===== src/rtl/cla4_serial_adder_ctrl_pkg.sv =====
// Shared definitions for the nibble-serial wide adder controller.
// Latency: n/a (types and constants only).
// Backpressure: n/a.
package cla4_serial_adder_ctrl_pkg;

  typedef logic [1:0] state_t;

  localparam state_t IDLE = 2'b00;
  localparam state_t RUN  = 2'b01;
  localparam state_t DONE = 2'b10;

  // Default operand width is 8 nibbles (32 bits).
  localparam int NIBBLES_DEF = 8;

endpackage


===== src/rtl/cla4.sv =====
// 4-bit carry-lookahead adder: s = a + b + ci, co = carry out.
// Latency: purely combinational.
// Backpressure: none.
module cla4 (
  input  logic [3:0] a,
  input  logic [3:0] b,
  input  logic       ci,
  output logic [3:0] s,
  output logic       co
);

  logic [3:0] w_g;
  logic [3:0] w_p;
  logic [3:0] w_c;

  assign w_g = a & b;
  assign w_p = a ^ b;

  // Every carry is computed directly from generate/propagate terms, no ripple.
  assign w_c[0] = ci;
  assign w_c[1] = w_g[0] | (w_p[0] & ci);
  assign w_c[2] = w_g[1] | (w_p[1] & w_g[0]) | (w_p[1] & w_p[0] & ci);
  assign w_c[3] = w_g[2] | (w_p[2] & w_g[1]) | (w_p[2] & w_p[1] & w_g[0])
                | (w_p[2] & w_p[1] & w_p[0] & ci);
  assign co     = w_g[3] | (w_p[3] & w_g[2]) | (w_p[3] & w_p[2] & w_g[1])
                | (w_p[3] & w_p[2] & w_p[1] & w_g[0])
                | (w_p[3] & w_p[2] & w_p[1] & w_p[0] & ci);

  assign s = w_p ^ w_c;

endmodule


===== src/rtl/cla4_serial_adder_ctrl.sv =====
// Wide unsigned adder that reuses one cla4, one nibble per clock, LS nibble first.
// Latency: done is high in the cycle after start edge + NIBBLES edges.
// Backpressure: start is only sampled in IDLE; start while busy is dropped, not queued.
module cla4_serial_adder_ctrl
  import cla4_serial_adder_ctrl_pkg::*;
#(
  parameter int NIBBLES = NIBBLES_DEF
) (
  input  logic                   clk,
  input  logic                   reset,
  input  logic                   start,
  input  logic [4*NIBBLES-1:0]   a,
  input  logic [4*NIBBLES-1:0]   b,
  input  logic                   ci,
  output logic                   busy,
  output logic                   done,
  output logic [4*NIBBLES-1:0]   s,
  output logic                   co
);

  localparam int W  = 4 * NIBBLES;
  localparam int CW = (NIBBLES > 1) ? $clog2(NIBBLES) : 1;
  localparam logic [CW-1:0] LAST = CW'(NIBBLES - 1);

  state_t          r_state;
  state_t          w_state_nxt;
  logic [W-1:0]    r_a_sh;
  logic [W-1:0]    r_b_sh;
  logic [W-1:0]    r_sum_sh;
  logic            r_c;
  logic [CW-1:0]   r_cnt;
  logic [W-1:0]    r_s;
  logic            r_co;

  logic [3:0]      w_nib_s;
  logic            w_nib_co;
  logic            w_last;
  logic [W-1:0]    w_sum_sh_nxt;
  logic [W-1:0]    w_a_sh_nxt;
  logic [W-1:0]    w_b_sh_nxt;

  cla4 U0_cla4 (
    .a  (r_a_sh[3:0]),
    .b  (r_b_sh[3:0]),
    .ci (r_c),
    .s  (w_nib_s),
    .co (w_nib_co)
  );

  // New nibble enters at the top; after NIBBLES shifts the register holds the full sum.
  // Written as a shift of the concatenation so the NIBBLES == 1 case needs no special branch.
  assign w_sum_sh_nxt = W'({w_nib_s, r_sum_sh} >> 4);
  assign w_a_sh_nxt   = r_a_sh >> 4;
  assign w_b_sh_nxt   = r_b_sh >> 4;
  assign w_last       = (r_state == RUN) && (r_cnt == LAST);

  // State register.
  always_ff @(posedge clk or posedge reset) begin
    if (reset) begin
      r_state <= IDLE;
    end else begin
      r_state <= w_state_nxt;
    end
  end

  // Next-state logic: IDLE -> RUN on start, RUN -> DONE on last nibble, DONE -> IDLE.
  always_comb begin
    w_state_nxt = r_state;
    case (r_state)
      IDLE:    if (start) w_state_nxt = RUN;
      RUN:     if (w_last) w_state_nxt = DONE;
      DONE:    w_state_nxt = IDLE;
      default: w_state_nxt = IDLE;
    endcase
  end

  // Outputs decoded straight from the state register, so done is a clean one-cycle pulse.
  always_comb begin
    busy = 1'b0;
    done = 1'b0;
    case (r_state)
      RUN:  busy = 1'b1;
      DONE: begin
        busy = 1'b1;
        done = 1'b1;
      end
      default: ;
    endcase
  end

  // Datapath: capture operands on accept, shift one nibble per RUN cycle, publish at the last one.
  always_ff @(posedge clk or posedge reset) begin
    if (reset) begin
      r_a_sh   <= '0;
      r_b_sh   <= '0;
      r_sum_sh <= '0;
      r_c      <= 1'b0;
      r_cnt    <= '0;
      r_s      <= '0;
      r_co     <= 1'b0;
    end else begin
      case (r_state)
        IDLE: begin
          if (start) begin
            r_a_sh <= a;
            r_b_sh <= b;
            r_c    <= ci;
            r_cnt  <= '0;
          end
        end
        RUN: begin
          r_a_sh   <= w_a_sh_nxt;
          r_b_sh   <= w_b_sh_nxt;
          r_sum_sh <= w_sum_sh_nxt;
          r_c      <= w_nib_co;
          r_cnt    <= r_cnt + 1'b1;
          if (w_last) begin
            r_s  <= w_sum_sh_nxt;
            r_co <= w_nib_co;
          end
        end
        default: ;
      endcase
    end
  end

  assign s  = r_s;
  assign co = r_co;

endmodule


===== config.mk =====
export PLATFORM = sky130hd
export DESIGN_NAME = cla4_serial_adder_ctrl
export DESIGN_NICKNAME = d
export VERILOG_FILES = /design/src/rtl/cla4_serial_adder_ctrl_pkg.sv /design/src/rtl/cla4.sv /design/src/rtl/cla4_serial_adder_ctrl.sv
export SDC_FILE = /design/constraint.sdc
export NUM_CORES = 1
export LEC_CHECK = 0
export BUFFER_PORTS_ARGS = -buffer_cell sky130_fd_sc_hd__buf_4
export CAP_MARGIN = 20
export CORE_MARGIN = 4
export CORE_UTILIZATION = 40
export CTS_CLUSTER_SIZE = 30
export DETAILED_ROUTE_END_ITERATION = 12
export MAX_ROUTING_LAYER = met4
export PLACE_DENSITY = 0.69
export SETUP_SLACK_MARGIN = 0.15
export SLEW_MARGIN = 20
export SYNTH_ARGS = -nofsm -noshare
export SYNTH_HDL_FRONTEND = slang
export SYNTH_SLANG_ARGS = --single-unit

===== constraint.sdc =====
create_clock -name clk -period 6.44 [get_ports clk]
set_input_delay 1.288 -clock clk [delete_from_list [all_inputs] [get_ports clk]]
set_output_delay 1.288 -clock clk [all_outputs]
set_load 0.005 [all_outputs]

==> results.toml <==
[status]
status = "complete, no violations"

[layout]
regArea_um2 = 3280
final_nets = 648
design_area_um2 = 7190
multi_input_area_um2 = 2280
fillerInstances = 1235
drive_gt1_share_pct = 33.7
diodes = 0
syn_to_final_growth_pct = 25.2

[placed_design]
detailedPlace.worstSlack_ns = 3.45
dp_hpwl_mm = 7.80
gp_congestion = 0.767
io_buffers = 102
placed_area_um2 = 6630

[floorplan]
initial_utilization_pct = 41.1
io_pins = 103
core_area_um2 = 14000
dieArea_um2 = 16300
die_w_um = 128
std_cell_rows = 43
fp.dieH_um = 128

[sta]
finalSetupTns_ns = 0
worstMarginPinSlew_ns = 1.06
fmax_mhz = 360
hold_viol = 0
setup_viol = 0
relSlewSlack_pct = 29.4
period_minus_slack_ns = 2.78
fin_worst_skew_ns = 0.00809
slew_viol_final = 0
rsz0062_at_grt = "no"
fin_ws_ns = 3.66
fin_crit_sh_pct = 43.2

[yosys]
post-synth-top-area-fraction_pct = 57.1
netlist_top_cells_count = "dfrtp_1, nand2_1, mux2i_1"
syn_area_per_cell_um2 = 12.1
synthArstFlopShare_pct = 100
synthCells = 473
synth_nets = 553
syn-cell-area_um2 = 5740
synth-edff-count = 0
synth_top_cell_by_area = "dfrtp_1"
synth_cell_types = 34
yosysWarnings = 0
synth_ff_type = "dfrtp_1"
yosysMostFrequentCell = "dfrtp_1"
ys_seq_area_share_pct = 57.1
yosys_register_bits = 131
synth_area_leaders = "dfrtp_1, mux2i_1, mux2_2"

[drt]
vias = 3753
wl_per_cell_um = 15.1
detail-route-antenna-nets = 0
totalWireLength_mm = 11.5
drc = 0
viasPerCell = 4.93
drt-pass1-iter-count = 4
drt_iter0_markers = 183

[min_path]
hp-class = "reg -> reg"

[cts]
post_cts_resize_count = 0
insertion_delay_ns = 0.41
cts_inserted_buffers = 17
cts_buffer_depth = 2
clkSlewWorstSetupHoldPaths_ns = 0.06
post_cts_buffers = 0
clock_sinks = 131
clockRootBuffer = "clkbuf_16"
h-tree-depth = 4
cts_tree = "yes"
ctsHoldBuffers = 0

[worst_setup_path]
required_ns = 6.70
critPathKind = "reg -> reg"
cp-end-kind = "flop"
crit_path_start_kind = "flop"
crit_fanout = 67
cp.arrival_ns = 3.04

[power]
power.density_nw_per_um2 = 506
p_leak_nw = 3.47
vdd_drop_max_mv = 0.230

[global_routing]
grt_max_degree = 80
grt_pass1_wl_mm = 19.3
grt_usage_pct = 15.2
grt_overflow = 0
grt_pass1_vias = 3926
antenna_found_initial = 0

[flow_run]
max_cap_violations = 0
[worst max-delay path, stage by stage (launching register included)]
cell,delay [ns]
dfrtp_1,0.40
inv_1,0.17
ha_1,0.55
mux2i_4,0.72
buf_4,0.58
o21ai_0,0.19
[cells in the final DEF (no fill, tap or decap), types with 2 or more instances in the layout]
master      synthesis  layout
o21ai_1            20      20
buf_4               3     104
dfrtp_1           131     131
clkinvlp_4          0       4
a31oi_1             5       5
o21ai_0            48      48
mux2_4              9       9
a21o_1              2       2
clkinv_4            0       4
a22o_1              5       5
nor2_1              5       5
nand2_1            68      67
inv_6               0       4
clkinv_2            0       2
mux2i_1            57      57
nor2b_1             8       8
a211oi_1            2       2
inv_1               9       8
a21oi_1             5       5
ha_1               11      10
mux2_2             44      44
clkbuf_16           0      17
[logic make-up (layout without fill, tap and decap cells)]
group | Yosys count | after routing | synth area share (%)
AND/OR/NAND/NOR | 86 | 86 | 6.23
multiplexers | 111 | 111 | 21.3
XOR/XNOR | 1 | 1 | 0.153
flip-flops | 131 | 131 | 57.1
buffers and inverters | 39 | 147 | 3.46
AO/OA/AOI/OAI | 93 | 93 | 9.04
adder cells (fa/ha/maj) | 12 | 12 | 2.74
[through the flow]
step | cells | hold slack [ns] | util, % | total power [W]
6_report | 761 | 0.479 | 51.4 | 0.00364
5_1_grt | 761 | 0.505 | 51.4 | 0.00392
4_1_cts | 761 | 0.484 | 51.4 | 0.00369
3_5_place_dp | 729 | 0.470 | 47.4 | 0.00277
3_3_place_gp | 728 | 0.462 | 47.3 | 0.00269
2_1_floorplan | 473 | 0.450 | - | 0.00238
[routing by layer]
layer	up-vias	track usage (%)	share of wire [%]
met5	-	-	0
met4	0	3.75	0.45
met3	6	5.00	5.0
met2	87	22.4	47
met1	1827	20.5	48
li1	1833	-	-
[cell type report]
class	instances	share of cell area, %
sequential	131	45.6
multi-input combinational	303	31.7
clock inverter	14	1.83
timing repair buffer	106	11.2
tap	180	3.13
inverter	9	0.539
clock buffer	18	5.97
[power by group]
group	internal [W]	leakage, nW	switching [W]	total (W)
registers	0.00120	1.67	0.000218	0.00141
logic	0.000663	1.54	0.000652	0.00131
clock network	0.000535	0.263	0.000373	0.000907
total	0.00239	3.47	0.00124	0.00364
[registers in the layout (all words and copies together), names as in the netlist]
register,flops
r_c,1
r_cnt,3
s,32
r_b_sh,32
r_sum_sh,28
co,1
r_a_sh,32
r_state,2
[path summary, 6_finish.rpt]
check / startpoint / to / slack, ns / cells after the start
min in group asynchronous: reset / s[10] / 0.91 / 2
min reg2reg: r_a_sh[4] / r_a_sh[4] / 0.48 / 2
max in group asynchronous: reset / r_a_sh[2] / 4.44 / 3
max reg2reg: r_state[1] / r_a_sh[23] / 3.66 / 5
max: r_state[1] / r_a_sh[23] / 3.66 / 5
min: r_a_sh[4] / r_a_sh[4] / 0.48 / 2
(Power assumes the default switching activity.)
